### src/rtl/tile_pingpong_buffer.sv
// N-bank rotating tile buffer between the memory controller (row fill) and the PE array.
// The read side hands out a whole bank (READ_MODE=0) or one row at a time (READ_MODE=1).
module tile_pingpong_buffer #(
  parameter int NUM_BANKS = 2,
  parameter int DEPTH     = 4,
  parameter int ROW_W     = 128,
  parameter int READ_MODE = 0,
  localparam int BW = (NUM_BANKS > 1) ? $clog2(NUM_BANKS) : 1,
  localparam int RW = (DEPTH > 1) ? $clog2(DEPTH) : 1,
  localparam int CW = $clog2(DEPTH + 1),
  localparam int OW = $clog2(NUM_BANKS + 1)
) (
  input  logic                   clk,
  input  logic                   rst,
  input  logic                   clear,
  input  logic                   write_valid,
  output logic                   write_ready,
  input  logic [ROW_W-1:0]       write_data,
  input  logic                   write_last,
  output logic                   read_valid,
  input  logic                   read_ready,
  output logic [DEPTH*ROW_W-1:0] read_data_all,
  output logic [ROW_W-1:0]       read_data,
  output logic                   read_last,
  output logic [CW-1:0]          read_count,
  output logic [OW-1:0]          occupancy
);

  // Handshakes: a transfer happens on a rising edge where valid && ready are both 1.
  // valid never waits on ready, ready is a pure function of registered state, and
  // a held write row stays on write_data until it is accepted.

  logic [ROW_W-1:0]     r_mem [NUM_BANKS][DEPTH];
  logic [BW-1:0]        r_wr_bank;
  logic [BW-1:0]        r_rd_bank;
  logic [RW-1:0]        r_wr_row;
  logic [RW-1:0]        r_rd_row;
  logic [NUM_BANKS-1:0] r_full;
  logic [CW-1:0]        r_count [NUM_BANKS];

  logic                 w_wr_fire;
  logic                 w_wr_close;
  logic                 w_rd_fire;
  logic                 w_rd_release;
  logic                 w_rd_is_last;
  logic [CW-1:0]        w_head_count;
  logic [NUM_BANKS-1:0] w_full_next;

  function automatic logic [BW-1:0] bank_inc(input logic [BW-1:0] b);
    return (b == BW'(NUM_BANKS - 1)) ? '0 : b + BW'(1);
  endfunction

  assign write_ready  = ~r_full[r_wr_bank];
  assign read_valid   = r_full[r_rd_bank];
  assign w_head_count = r_count[r_rd_bank];
  assign w_wr_fire    = write_valid & write_ready;
  assign w_wr_close   = w_wr_fire & ((r_wr_row == RW'(DEPTH - 1)) | write_last);
  assign w_rd_is_last = (CW'(r_rd_row) + CW'(1)) == w_head_count;
  assign w_rd_fire    = read_valid & read_ready;
  // Parallel consumers take the whole bank at once; serial ones free it on the last row.
  assign w_rd_release = w_rd_fire & ((READ_MODE == 0) | w_rd_is_last);

  // The filling bank is never full and the draining bank always is, so the two never collide.
  always_comb begin
    w_full_next = r_full;
    if (w_wr_close)   w_full_next[r_wr_bank] = 1'b1;
    if (w_rd_release) w_full_next[r_rd_bank] = 1'b0;
  end

  always_ff @(posedge clk or negedge rst) begin
    if (!rst) begin
      r_wr_bank <= '0;
      r_rd_bank <= '0;
      r_wr_row  <= '0;
      r_rd_row  <= '0;
      r_full    <= '0;
      for (int b = 0; b < NUM_BANKS; b++) r_count[b] <= '0;
    end else if (clear) begin
      r_wr_bank <= '0;
      r_rd_bank <= '0;
      r_wr_row  <= '0;
      r_rd_row  <= '0;
      r_full    <= '0;
      for (int b = 0; b < NUM_BANKS; b++) r_count[b] <= '0;
    end else begin
      r_full <= w_full_next;
      if (w_wr_fire) begin
        if (w_wr_close) begin
          r_count[r_wr_bank] <= CW'(r_wr_row) + CW'(1);
          r_wr_row           <= '0;
          r_wr_bank          <= bank_inc(r_wr_bank);
        end else begin
          r_wr_row <= r_wr_row + RW'(1);
        end
      end
      if (w_rd_fire) begin
        if (w_rd_release) begin
          r_rd_row  <= '0;
          r_rd_bank <= bank_inc(r_rd_bank);
        end else begin
          r_rd_row <= r_rd_row + RW'(1);
        end
      end
    end
  end

  // Row storage carries no reset; stale rows are hidden by the valid/count masking below.
  always_ff @(posedge clk) begin
    if (w_wr_fire && !clear) r_mem[r_wr_bank][r_wr_row] <= write_data;
  end

  always_comb begin
    read_data_all = '0;
    read_data     = '0;
    read_last     = 1'b0;
    read_count    = '0;
    if (read_valid) begin
      read_count = w_head_count;
      if (READ_MODE == 0) begin
        for (int r = 0; r < DEPTH; r++) begin
          if (CW'(r) < w_head_count) read_data_all[r*ROW_W +: ROW_W] = r_mem[r_rd_bank][r];
        end
      end else begin
        read_data = r_mem[r_rd_bank][r_rd_row];
        read_last = w_rd_is_last;
      end
    end
  end

  always_comb begin
    occupancy = '0;
    for (int b = 0; b < NUM_BANKS; b++) occupancy = occupancy + OW'(r_full[b]);
  end

endmodule

### config.mk
export PLATFORM = sky130hd
export DESIGN_NAME = tile_pingpong_buffer
export DESIGN_NICKNAME = d
export VERILOG_FILES = /design/src/rtl/tile_pingpong_buffer.sv
export SDC_FILE = /design/constraint.sdc
export NUM_CORES = 1
export LEC_CHECK = 0
export ABC_CLOCK_PERIOD_IN_PS = 13400
export BUFFER_PORTS_ARGS = -buffer_cell sky130_fd_sc_hd__buf_2
export CAP_MARGIN = 25
export CORE_ASPECT_RATIO = 0.5
export CORE_UTILIZATION = 45
export CTS_CLUSTER_DIAMETER = 120
export DETAILED_ROUTE_END_ITERATION = 8
export GPL_ROUTABILITY_DRIVEN = 0
export PLACE_DENSITY_LB_ADDON = 0.25
export RECOVER_POWER = 50
export SETUP_SLACK_MARGIN = 0.5
export SLEW_MARGIN = 5
export SYNTH_ARGS = -nofsm -noshare
export SYNTH_HDL_FRONTEND = slang
export SYNTH_SLANG_ARGS = --single-unit
### constraint.sdc
create_clock -name clk -period 13.4 [get_ports clk]
set_clock_uncertainty 0.1 [all_clocks]
set_input_delay 2.68 -clock clk [delete_from_list [all_inputs] [get_ports clk]]
set_output_delay 2.68 -clock clk [all_outputs]
set_load 0.01 [all_outputs]
# --- Word level (Yosys, flattened, before mapping) ---
# Memory sizes are Yosys's and may differ from the RTL's.
# Cells that the tools add are included.
totals:
  reg_bits: 12
  ramBits: 1024
  in_bits: 134
  out_inout_bits: 648
  wordCells: 87
  memories: 1
classes:
  addsub: 5
  n_lt_le_gt_ge: 13
  n_eq_ne: 1
  n_mux: 40
  bitwise_logic: 11
  reduce_logical: 10
mem_list:
  columns: ["name", "words", "width", "read_ports", "rd_clocked_by_memory_dff", "wr", "line", "rtl"]
  rows:
  - ["r_mem", 2, 512, 1, 0, 1, "33", "logic [ROW_W-1:0] r_mem [NUM_BANKS][DEPTH];"]
op_table:
  columns: ["cell", "n"]
  rows:
  - ["512-bit two-way mux", 2]
  - ["128-bit two-way mux", 5]
  - ["128-bit demux with 2-bit select", 1]
  - ["6-bit two-way mux", 3]
  - ["3-bit two-way mux", 5]
  - ["1-bit two-way mux", 14]
  - ["2-bit two-way mux", 6]
  - ["6-bit bitwise mux", 1]
  - ["1-bit by 3-bit less-than comparator with 1-bit output, first input constant", 2]
  - ["2-bit by 3-bit less-than comparator with 1-bit output, first input constant", 2]
  - ["2-bit nonzero test", 3]
  - ["1-bit logical AND", 5]
  - ["2-bit >= comparator, second input constant", 2]
  - ["1-bit by 2-bit less-than comparator with 1-bit output, second input constant", 2]
  - ["1-bit NOT with 2-bit output", 2]
  - ["2-bit by 1-bit adder with 3-bit output, second input constant", 1]
  - ["1-bit AND", 3]
  - ["3-bit demux with 1-bit select", 1]
  - ["3-bit >= comparator, second input constant", 1]
  - ["3-bit by 1-bit less-than comparator with 1-bit output, second input constant", 1]
  - ["2-bit NOT with 3-bit output", 1]
  - ["1-bit adder, second input constant", 2]
  - ["1-bit by 1-bit adder with 2-bit output", 1]
  - ["2-bit by 1-bit adder with 2-bit output, second input constant", 1]
  - ["other kinds (11)", 13]

# --- Depth between registers and ports, before layout ---
logic_depth:
  word_depth: 9
  ltp_mapped: 7
  ltp_nobuf: 4

# --- Worst setup path after synthesis ---
# No wires, ideal clock.
synth_path:
  path_type: "input -> register"
  from: "in write_valid"
  to: "mem r_mem[0][0] in the netlist's numbering, enable pin"
  setup_time_ns: 0.503
  arrival_time_ns: 6.258
  required_time_ns: 12.797
  path_slack_ns: 6.539
  cell_stages: 3
  path_buffers: 0
  path_cell_list: "or3b_2 -> nor2_1 -> and2_1"
synth_between:
  elab_chain_cells: 4
synth_lines:
  columns: ["item", "line", "rtl"]
  rows:
  - ["start, declared", "16", "input logic write_valid,"]
  - ["1-bit AND", "56", "assign w_wr_fire = write_valid & write_ready;"]
  - ["1-bit logical AND", "109", "if (w_wr_fire && !clear) r_mem[r_wr_bank][r_wr_row] <= write_data;"]
  - ["1-bit two-way mux", "109", null]
  - ["512-bit two-way mux (not written as such)", "109", null]
  - ["end, declared", "33", null]
# No other way between the ends.

# --- Final worst setup path ---
layout_path:
  from: "reg r_rd_bank"
  to: "out read_data_all[312]"
layout_between:
  elab_chain_cells: 7
  word_cells_on_any_way: 10
  classes_between: "order compare (1); mux (7); bitwise (1); memory (1)"
layout_lines:
  columns: ["item", "line", "rtl"]
  rows:
  - ["start, declared", "35", "logic [BW-1:0] r_rd_bank;"]
  - ["start signal, assigned", "99", "r_rd_bank <= bank_inc(r_rd_bank);"]
  - ["1-bit NOT with 2-bit output (not written as such)", "55", "assign w_head_count = r_count[r_rd_bank];"]
  - ["3-bit two-way mux (not written as such) (3 in series)", "55", null]
  - ["2-bit by 3-bit less-than comparator with 1-bit output", "121", "if (CW'(r) < w_head_count) read_data_all[r*ROW_W +: ROW_W] = r_mem[r_rd_bank][r];"]
  - ["128-bit two-way mux", "121", null]
  - ["512-bit two-way mux (*)", "117", "if (read_valid) begin"]
  - ["end, declared", "22", "output logic [DEPTH*ROW_W-1:0] read_data_all,"]
# Every way passes the cells marked *; elsewhere a longest branch is shown, timed or not. The select of a mux whose other input is x is not followed.

==> impl_metrics.ini <==
[status]
status = finished, violations left
violations = capacitance limit, slew limit

[timing]
slew_violations = 323
slew_headroom_pct = -149
worstMarginPinSlew_ns = 3.73
period_needed_ns = 10.05
fin_ws_ns = 3.35
final-hold-violation-count = 0
setup-tns-final_ns = 0
period_share_pct = 75.0
finalSetupViolCount = 0
holdWs_ns = 0.503
clock.fmax_mhz = 99.5
rsz0062_at_grt = false

[cts]
cts-buffers-inserted = 91
cts_sinks = 1036
cts_tree = built
cts_setup_buffers = 0
post_cts_resized = 0
clk_pin_slew_worst_paths_ns = 0.07
htree_levels = 3
holdBufCountCts = 0
clockBufferDepth = 3
clock_latency_ns = 0.69
cts-root-buf = clkbuf_16

[logic_synthesis]
ys.flop_type = edfxtp_1
synth_top_area_share_pct = 73.1
yosysWarnings = 0
async_reset_ff_share_pct = 1.16
synth-seq-cells = 1036
synth_most_common_cell = edfxtp_1
netlist_instances = 2448
netlist_top_cells_area = edfxtp_1 (73%), mux2i_1 (12%), a211oi_2 (3.1%)
ys_top_cells_by_count = edfxtp_1 (1024), mux2i_1 (512), buf_2 (151), buf_4 (142), a21oi_1 (138)
synth-edff-count = 1024
yosysTopAreaCell = edfxtp_1
syn_avg_cell_area_sq_um = 17.2
ys_seq_area_share_pct = 73.8
syn_area_sq_um = 42100
synth_cell_types = 36

[worst_setup_path]
crit_path_end_kind = primary output
cp.required_ns = 10.62
critical_path.slowest_cell = clkbuf_1
cp_num_buf_inv = 4
path_class = reg2out
critPathMaxFanout = 67
start_kind = flop
cp_top_family = buffers and inverters
max_stage_delay_ns = 2.67
timing.critical_path.mode_cell = buf_4
cp_cell_sequence = buf_4, clkbuf_1, buf_4, mux2i_1, a211oi_2, buf_2
critPathArrivalTime_ns = 7.27

[grt]
first_global_vias = 22491
track_usage_pct = 22.3
grt_antenna_before_repair = 10
grt.overflow.total = 0
grt_max_degree = 202
grt_pass1_wl_um = 154000

[routing]
num_vias = 23631
drt_iter0_drc = 1652
drtPass1Iterations = 5
route.detailed.drc = 0
ant_nets = 0
drt_wl_total_um = 109000
viasPerCell = 5.42
wire_per_inst_um = 25.0

[place]
pre_cts_ws_ns = 6.19
dpl.hpwl_um = 65300
port_buffers = 652
placedCellCount = 4189

[die]
die_area_sq_um = 94800
dieWidth_um = 434
die_height_um = 218
row_count = 78
start_util_pct = 45.9
io_pins = 782
core_area_sq_um = 91600

[finish]
drive_gt1_share_pct = 25.4
nets = 3181
syn_to_final_growth_pct = 15.5
fin_cells = 4361

[power]
power_density_nw_per_um2 = 135
finalPower_mw = 6.57
vdd_drop_max_mv = 0.0944
p_leak_nw = 16.5

[min_path]
min_path_type = reg2reg

[flow_run]
maxCapViolations = 8
-- metrics by stage --
step                      cell area [sq um]  util [%]
after global routing                  48600      53.0
after detailed placement              45800      49.9
after CTS                             48800      53.2
after global placement                45700      49.9
after floorplan                       42500         -
final                                 48600      53.0
-- power breakdown --
part	internal (mW)	switching (mW)
clock network	1.49	1.18
logic	0.0852	0.203
registers	3.60	0.0155
total	5.18	1.40
-- layout make-up --
type	instances	area, sq um
Inverter	8	30.0
Fill cell	7584	43000
Clock inverter	45	544
Tap cell	1240	1550
Multi-Input combinational cell	1215	9500
Sequential cell	1036	31100
Timing Repair Buffer	690	3450
Antenna cell	8	20.0
Clock buffer	119	2450
-- routing by layer --
layer / vias to the layer above / part of all wire (%) / global-route usage (%)
met2: 644 / 53 / 38.9
met3: 197 / 3.4 / 3.32
met4: 0 / 4.4 / 9.88
li1: 10495 / - / -
met1: 12295 / 39 / 27.5
met5: - / 0 / 0
-- state kept, by name, summed over array words and instances, names as in the netlist --
| name | cells |
|---|---|
| r_mem | 1024 |
| r_full | 2 |
| r_wr_bank | 1 |
| r_rd_bank | 1 |
| r_wr_row | 2 |
| r_count | 6 |
-- placed cells by master, fill, tap and decap left out, types with 2 or more instances in the layout --
cell	synthesis	final
a22oi_1	2	2
nand2_1	5	5
clkinv_16	0	3
o21ai_0	6	6
clkinv_1	0	19
buf_4	142	32
a311oi_1	2	2
nand3_1	2	2
edfxtp_1	1024	1024
a21oi_1	138	138
buf_2	151	521
diode_2	0	8
ha_1	5	5
and2_0	0	7
dfrtp_1	12	11
inv_1	8	8
bufinv_16	0	10
a31oi_1	128	128
mux2i_1	512	512
nor2_1	133	133
a32oi_4	1	3
clkbuf_16	0	94
a211oi_1	26	26
clkinv_2	0	11
clkbuf_1	7	157
buf_12	0	4
a211oi_2	103	103
conb_1	1	129
nand4_1	2	2
-- worst min-delay path: stages (launching register included) --
cell and delay [ns]:
dfrtp_1 0.41, o21ai_0 0.09, a21oi_1 0.07
-- cell families (layout without fill, tap and decap cells) --
family | Yosys count | in the layout | share of synthesized area [%]
adder cells (fa/ha/maj) | 5 | 5 | 0.149
multiplexers | 513 | 513 | 12.2
other | 1 | 137 | 0.00892
flip-flops | 1036 | 1036 | 73.8
AND/OR/NAND/NOR | 157 | 157 | 1.54
buffers and inverters | 325 | 862 | 4.88
AO/OA/AOI/OAI | 411 | 411 | 7.39
-- worst paths after layout --
check                                             from                      end  slack (ns)  depth (start not counted)
worst min register to register  r_count[1]$_DFFE_PN0P_   r_count[1]$_DFFE_PN0P_        0.50                          2
min in group asynchronous                          rst    r_rd_bank$_DFFE_PN0P_        1.89                          1
worst min-delay path            r_count[1]$_DFFE_PN0P_   r_count[1]$_DFFE_PN0P_        0.50                          2
max in group asynchronous                          rst    r_rd_bank$_DFFE_PN0P_       10.82                          1
worst max-delay path             r_rd_bank$_DFFE_PN0P_       read_data_all[312]        3.35                          6
worst max register to register     r_full[0]$_DFF_PN0_  r_mem[0][314]$_DFFE_PP_        7.24                          5
Power figures use the tool's default switching activity.
